## src/rtl/led_pkg.sv

```systemverilog
// ---------------------------------------------------------------------------
// led_pkg
// Shared definitions for the LED matrix frame builder:
//   - FSM state encoding for led_frame_builder
//   - MAX7219 register addresses
//   - image geometry (device count, rows, init-word count)
//   - mk_word(): packs a register/data pair into a 16-bit driver word
// ---------------------------------------------------------------------------
package led_pkg;

    typedef enum logic [2:0] {
        ST_IDLE     = 3'd0,
        ST_WAIT_RDY = 3'd1,
        ST_WRITE    = 3'd2,
        ST_START    = 3'd3,
        ST_ACK      = 3'd4
    } fsm_state_t;

    // MAX7219 register addresses
    localparam logic [3:0] REG_NOOP      = 4'h0;
    localparam logic [3:0] REG_DIGIT0    = 4'h1;
    localparam logic [3:0] REG_DECODE    = 4'h9;
    localparam logic [3:0] REG_INTENSITY = 4'hA;
    localparam logic [3:0] REG_SCANLIM   = 4'hB;
    localparam logic [3:0] REG_SHUTDN    = 4'hC;
    localparam logic [3:0] REG_TEST      = 4'hF;

    localparam int NUM_DEVICES = 4;
    localparam int ROWS        = 8;
    localparam int INIT_WORDS  = 20;

    // Driver word layout: {4'h0, register, data}
    function automatic logic [15:0] mk_word(input logic [3:0] reg_addr,
                                            input logic [7:0] data);
        return {4'h0, reg_addr, data};
    endfunction

endpackage

```

## src/rtl/led_word_gen.sv

```systemverilog
// ---------------------------------------------------------------------------
// led_word_gen
// Combinational mapper from a driver image word index to the 16-bit word
// stored at that index.
//   in_idx    : image word index (0..NUM_WORDS-1)
//   in_shadow : frozen bitmap, row r = in_shadow[r], bit 31 = leftmost column
//   out_word  : {4'h0, reg, data}
// Layout: words 0..19 init commands (4 per command), words 20..51 rows 0..7
// (4 per row, device 3 first), everything beyond is a no-op word.
// ---------------------------------------------------------------------------
module led_word_gen
    import led_pkg::*;
#(
    parameter logic [3:0] INTENSITY = 4'h8
) (
    input  logic [7:0]            in_idx,
    input  logic [ROWS-1:0][31:0] in_shadow,
    output logic [15:0]           out_word
);

    logic [2:0] w_row;
    logic [1:0] w_dev;

    // Word selection: init table, row data, or no-op
    always_comb begin
        // Row and device derived from the offset past the init block; device 3
        // occupies the first slot of each group of four.
        w_row    = 3'((in_idx - 8'(INIT_WORDS)) >> 2);
        w_dev    = 2'd3 - 2'(in_idx - 8'(INIT_WORDS));
        out_word = 16'h0000;
        if (in_idx < 8'(INIT_WORDS)) begin
            case (in_idx[4:2])
                3'd0:    out_word = mk_word(REG_DECODE,    8'h00);
                3'd1:    out_word = mk_word(REG_INTENSITY, {4'h0, INTENSITY});
                3'd2:    out_word = mk_word(REG_SCANLIM,   8'h07);
                3'd3:    out_word = mk_word(REG_SHUTDN,    8'h01);
                3'd4:    out_word = mk_word(REG_TEST,      8'h00);
                default: out_word = mk_word(REG_NOOP,      8'h00);
            endcase
        end else if (in_idx < 8'(INIT_WORDS + ROWS * NUM_DEVICES)) begin
            out_word = mk_word(REG_DIGIT0 + {1'b0, w_row},
                               in_shadow[w_row][{w_dev, 3'b000} +: 8]);
        end else begin
            out_word = mk_word(REG_NOOP, 8'h00);
        end
    end

endmodule

```

## src/rtl/led_frame_builder.sv

```systemverilog
// ---------------------------------------------------------------------------
// led_frame_builder
// Builds the 132-word MAX7219 command image for a 32x8 matrix (four cascaded
// devices) from a CPU-written bitmap, writes it into the SPI driver RAM and
// pulses the driver start interrupt.
//
// Ports:
//   in_clk, in_rst          clock, asynchronous active-low reset
//   in_bm_data/addr/we      CPU bitmap row write (bit 31 = leftmost column)
//   in_commit               one-cycle send request
//   in_IR_READY             driver idle / frame-complete flag
//   out_data/addr/we        driver RAM write port
//   out_IR_START            one-cycle driver start pulse
//   out_busy                commit accepted, driver not yet acknowledged
//
// Optional feature macro: LED_FB_AUTO_REFRESH_EN
//   When defined, an idle counter raises an internal commit every
//   REFRESH_DIV idle cycles so the matrix is periodically resent.
// ---------------------------------------------------------------------------
module led_frame_builder
    import led_pkg::*;
#(
    parameter logic [3:0]  INTENSITY   = 4'h8,
    parameter int          NUM_WORDS   = 132,
    parameter logic [23:0] REFRESH_DIV = 24'd1000000
) (
    input  logic        in_clk,
    input  logic        in_rst,
    input  logic [31:0] in_bm_data,
    input  logic [2:0]  in_bm_addr,
    input  logic        in_bm_we,
    input  logic        in_commit,
    input  logic        in_IR_READY,
    output logic [15:0] out_data,
    output logic [7:0]  out_addr,
    output logic        out_we,
    output logic        out_IR_START,
    output logic        out_busy
);

    localparam logic [7:0] LAST_ADDR = 8'(NUM_WORDS - 1);

    fsm_state_t            r_state;
    logic [7:0]            r_cnt;
    logic                  r_pending;
    logic [ROWS-1:0][31:0] r_bitmap;
    logic [ROWS-1:0][31:0] r_shadow;
    logic                  w_commit;
    logic [7:0]            w_idx;
    logic [15:0]           w_word;

`ifdef LED_FB_AUTO_REFRESH_EN
    logic [23:0] r_idle_cnt;
    logic        w_auto_commit;

    // Auto-refresh request when the idle counter reaches its terminal count
    always_comb begin
        if ((r_state == ST_IDLE) && (r_idle_cnt == (REFRESH_DIV - 24'd1))) begin
            w_auto_commit = 1'b1;
        end else begin
            w_auto_commit = 1'b0;
        end
    end

    assign w_commit = in_commit | w_auto_commit;

    // Idle counter: counts only while idle, restarts on any commit
    always_ff @(posedge in_clk or negedge in_rst) begin
        if (!in_rst) begin
            r_idle_cnt <= 24'd0;
        end else if ((r_state != ST_IDLE) || w_commit) begin
            r_idle_cnt <= 24'd0;
        end else begin
            r_idle_cnt <= r_idle_cnt + 24'd1;
        end
    end
`else
    logic w_unused_refresh;

    assign w_commit         = in_commit;
    assign w_unused_refresh = ^REFRESH_DIV;
`endif

    // Outputs are registered one word ahead: the index fed to the word
    // generator is the address that becomes visible after the next edge.
    always_comb begin
        if (r_state == ST_WRITE) begin
            w_idx = r_cnt + 8'd1;
        end else begin
            w_idx = 8'd0;
        end
    end

    led_word_gen #(
        .INTENSITY (INTENSITY)
    ) u_word_gen (
        .in_idx    (w_idx),
        .in_shadow (r_shadow),
        .out_word  (w_word)
    );

    // CPU bitmap row writes, accepted in every state
    always_ff @(posedge in_clk or negedge in_rst) begin
        if (!in_rst) begin
            r_bitmap <= '0;
        end else if (in_bm_we) begin
            r_bitmap[in_bm_addr] <= in_bm_data;
        end else begin
            r_bitmap <= r_bitmap;
        end
    end

    // Frame FSM: shadow capture, image write-out, start pulse, driver ack
    always_ff @(posedge in_clk or negedge in_rst) begin
        if (!in_rst) begin
            r_state      <= ST_IDLE;
            r_cnt        <= 8'd0;
            r_pending    <= 1'b0;
            r_shadow     <= '0;
            out_data     <= 16'h0000;
            out_addr     <= 8'd0;
            out_we       <= 1'b0;
            out_IR_START <= 1'b0;
            out_busy     <= 1'b0;
        end else begin
            case (r_state)
                ST_IDLE: begin
                    out_we       <= 1'b0;
                    out_IR_START <= 1'b0;
                    if (w_commit || r_pending) begin
                        out_busy <= 1'b1;
                        r_state  <= ST_WAIT_RDY;
                    end
                end
                ST_WAIT_RDY: begin
                    if (in_IR_READY) begin
                        // A commit in this very cycle may carry a bitmap write
                        // that misses the capture, so it keeps pending set.
                        r_shadow  <= r_bitmap;
                        r_pending <= w_commit;
                        r_cnt     <= 8'd0;
                        out_we    <= 1'b1;
                        out_addr  <= 8'd0;
                        out_data  <= w_word;
                        r_state   <= ST_WRITE;
                    end else if (w_commit) begin
                        r_pending <= 1'b1;
                    end
                end
                ST_WRITE: begin
                    if (w_commit) begin
                        r_pending <= 1'b1;
                    end
                    if (r_cnt == LAST_ADDR) begin
                        out_we       <= 1'b0;
                        out_IR_START <= 1'b1;
                        r_state      <= ST_START;
                    end else begin
                        r_cnt    <= r_cnt + 8'd1;
                        out_addr <= r_cnt + 8'd1;
                        out_data <= w_word;
                    end
                end
                ST_START: begin
                    if (w_commit) begin
                        r_pending <= 1'b1;
                    end
                    out_IR_START <= 1'b0;
                    r_state      <= ST_ACK;
                end
                ST_ACK: begin
                    if (w_commit) begin
                        r_pending <= 1'b1;
                    end
                    if (!in_IR_READY) begin
                        out_busy <= 1'b0;
                        r_state  <= ST_IDLE;
                    end
                end
                default: begin
                    out_we       <= 1'b0;
                    out_IR_START <= 1'b0;
                    out_busy     <= 1'b0;
                    r_state      <= ST_IDLE;
                end
            endcase
        end
    end

endmodule

```

## config.mk

```make
export PLATFORM = sky130hd
export DESIGN_NAME = led_frame_builder
export DESIGN_NICKNAME = d
export VERILOG_FILES = /design/src/rtl/led_pkg.sv /design/src/rtl/led_word_gen.sv /design/src/rtl/led_frame_builder.sv
export SDC_FILE = /design/constraint.sdc
export NUM_CORES = 1
export LEC_CHECK = 0
export BUFFER_PORTS_ARGS = -buffer_cell sky130_fd_sc_hd__buf_2
export CAP_MARGIN = 20
export CORE_MARGIN = 10
export CORE_UTILIZATION = 61
export CTS_BUF_LIST = sky130_fd_sc_hd__clkbuf_4
export CTS_CLUSTER_DIAMETER = 30
export DETAILED_ROUTE_END_ITERATION = 10
export PLACE_DENSITY = 0.78
export RECOVER_POWER = 50
export SLEW_MARGIN = 10
export SYNTH_ARGS = -nofsm -noshare
export SYNTH_HDL_FRONTEND = slang
export SYNTH_SLANG_ARGS = --single-unit
```

## constraint.sdc

```tcl
create_clock -name in_clk -period 4 [get_ports in_clk]
set_clock_uncertainty 0.05 [all_clocks]
set_input_delay 0.8 -clock in_clk [delete_from_list [all_inputs] [get_ports in_clk]]
set_output_delay 0.8 -clock in_clk [all_outputs]
set_load 0.01 [all_outputs]
```

==> results.md <==
* Max frequency at 277 MHz
* Kind of critical path: reg -> reg
* Clock network fraction of total power at 25.7%
* Setup_tns at 0 ns
* Leak Pwr at 11.1 nW
* Die height at 213 um
* Core ar. at 36700 um^2
* Worst hold path type: in -> reg
* Psw at 4.98 mW
* Crit path capture type: register
* Reg2reg start: r_state[1]$_DFFE_PN0P_
* Antenna violations before repair at 3
* Post-CTS setup buffers at 0
* Vias at 13044
* Failing checks: capacitance limit, slew limit
* CTS Buf Count at 140
* TritonCTS clock tree: built
* Outcome: finished with violations
* Mux contribution to synthesized area at 32.3%
* Largest family of logic cells by synthesized area: multiplexers
* Fin crit period at 3.62 ns
* # IOs at 67
* Top cell type's share of synthesized area at 59.4%
* Clk pin slew, worst setup/hold paths at 0.07 ns
* Final setup fails at 0
* Synth-to-Final Area Change at 11.0%
* Final net count at 1655
* Routed wire length per instance at 22.5 um
* Via count of the first global-routing pass at 13974
* Max VDD drop at 387 uV
* Number of core rows at 70
* Worst Path Required at 4.62 ns
* Die area at 45300 um^2
* CTS resizes at 0
* Post-Syn Instances at 1453
* PD cells at 693 nW/um^2
* Skew-Pair Late Insertion Delay at 0.80 ns
* Final hold violations at 0
* Min-Delay Startpoint: in_commit
* Number of vias per cell at 6.04
* Gate power share at 25.8%
* R2R Path End: out_data[2]$_DFFE_PN0P_
* Hold path depth at 3
* Netlist cell types at 60
* Clock Path Buffers at 3
* Post-place instance area at 23600 um^2
* H-tree depth at 4
* Area share of and/or/nand/nor cells after synthesis at 3.16%
* Int Pwr at 12.5 mW
* Synthesized area per cell at 15.6 um^2
* Root buf cell: clkbuf_4
* Commonest cells after routing, fill and taps aside: dfrtp_1, mux2_2, clkbuf_4
* ANT nets after route at 0
* Port bufs at 62
* Reg power frac at 48.6%
* Synth Cell Area at 22700 um^2
* Rel. slew slack at -120%
* R2R Setup Slk at 0.38 ns
* Leading area contributor after synthesis: dfrtp_1
* Slew Viols, Final at 138
* Ratio of cells with drive above 1 in the final layout at 53.6%
* Worst-Margin Slew at 3.30 ns
* CTS sink cnt at 539
* Adder-cell share of the synthesized area at 0.331%
* Gr usage total at 22.4%
* Hpwl dp at 29.9 mm
* Largest cells by area after synthesis: dfrtp_1, mux2_2, mux4_2
* Hold Slack at 0.211 ns
* RSZ-0062 raised after global routing: false
* DRC viols at 0
* Drt total wl at 48.6 mm
* Sequential area share after synthesis at 59.4%
* First-pass GRT wire length at 78.2 mm
* Post-synth EDFFs at 0
* Largest net degree at the start of global routing at 120
* DIE WIDTH at 213 um
* Final Wtd Congestion at 0.892
* Worst Hold End: r_pending$_DFFE_PN0P_
* Period utilisation layout at 90.4%
* Async set-reset flop share out of synthesis at 100%
* Worst r2r path cells at 10
* Synth Register Bits at 539
* Starting Density at 61.8%
* Most common cell after layout, fill and taps aside: dfrtp_1
* Total global routing overflow at 0
* CP max FO at 17
* Ys Warns at 0
* Initial DRC count at 898
* Final instance area at 25200 um^2
* Sw frac at 28.5%
* Cells along the critical path: or3b_4 > nor2_1 > inv_1 > ha_4 > buf_4 > mux4_2 > mux2i_1 > a22o_1 > a211oi_1 > a221o_1
* Post-Synth XOR/XNOR Area at 0.391%
* Pwr Total at 17.5 mW
* First-pass iteration count of the detailed router at 7
* Synth Flop Type: dfrtp_1
* Max Cap Viol at 2
* Slowest stage delay, CP at 0.52 ns
* Critical Path Start Type: register
* Fin util at 68.7%
* Worst path slowest cell: or3b_4
* Synth Area in Compound Gates at 2.03%
* WP data arrival at 4.24 ns
* Cts hold-fix bufs at 0
-- per-layer routing --
| layer | track usage, % | share of wire, % | vias to the layer above |
|---|---|---|---|
| met5 | 0 | 0.051 | - |
| met4 | 8.10 | 1.9 | 4 |
| met3 | 5.54 | 5.1 | 81 |
| met2 | 36.0 | 50 | 314 |
| met1 | 29.2 | 43 | 6954 |
| li1 | - | - | 5691 |
-- layout make-up --
cell class                      instances  area, um^2
Sequential cell                       539       13500
Fill cell                            2487       11500
Multi-Input combinational cell        815        8730
Clock buffer                          201        1510
Timing Repair Buffer                  105         702
Tap cell                              468         586
Clock inverter                         24         154
Inverter                                8        30.0
Antenna cell                            1        2.50
-- critical path, delay by kind of cell, from the launching register on --
family | cells | cell delay (ns)
AND/OR/NAND/NOR | 2 | 0.84
buffers and inverters | 2 | 0.54
AO/OA/AOI/OAI | 3 | 0.53
flip-flops | 1 | 0.51
adder cells (fa/ha/maj) | 1 | 0.51
multiplexers | 2 | 0.51
-- cell families after synthesis --
| group | after synthesis |
|---|---|
| AOI/OAI and AO/OA | 71 |
| xor gates and xnor gates | 8 |
| adders and majority gates | 6 |
| buffers and inverters | 102 |
| DFF | 539 |
| muxes | 586 |
| other | 1 |
| and+or+nand+nor | 140 |
-- power by group through the flow --
stage               Combinational [mW]  Sequential [mW]  Clock [mW]
global placement                  4.34             8.48           0
global route                      4.87             8.69        4.94
floorplan                         3.55             8.11           0
CTS                               4.54             8.46        4.61
detailed placement                4.52             8.55           0
finish                            4.49             8.48        4.48
-- cells in the mapped netlist, types with 6 or more instances --
cell type	number
nor2_1	14
dfrtp_1	539
buf_6	6
buf_2	19
o21ai_0	15
nand4_1	14
nand2_1	63
ha_1	6
inv_1	8
mux2_2	513
mux2i_1	7
mux4_2	65
clkbuf_1	59
a21oi_1	23
nand3_1	7
-- worst max path at each step --
stage / slack, ns / startpoint / end / depth (start not counted)
floorplan: 0.40 / r_cnt[0]$_DFFE_PN0P_ / out_data[6]$_DFFE_PN0P_ / 14
global placement: 0.52 / r_state[1]$_DFFE_PN0P_ / out_data[7]$_DFFE_PN0P_ / 9
detailed placement: 0.41 / r_state[1]$_DFFE_PN0P_ / out_data[7]$_DFFE_PN0P_ / 9
CTS: 0.39 / r_state[1]$_DFFE_PN0P_ / out_data[2]$_DFFE_PN0P_ / 10
global route: 0.15 / in_rst / r_shadow[166]$_DFFE_PN0P_ / 3
finish: 0.38 / r_state[1]$_DFFE_PN0P_ / out_data[2]$_DFFE_PN0P_ / 10
-- through the flow --
stage / worst slack (ns) / instances
after floorplan: 0.401 / 1456
after CTS: 0.393 / 2160
after global placement: 0.521 / 1935
after global routing: 0.149 / 2161
final: 0.385 / 2161
after detailed placement: 0.409 / 1935
-- state kept, by name, summed over array words and instances, names as in the netlist --
signal / flops
out_IR_START: 1
r_shadow: 256
r_cnt: 8
r_state: 3
out_busy: 1
out_data: 12
out_we: 1
r_bitmap: 256
r_pending: 1
No activity file was read; power rests on OpenSTA's default activity.
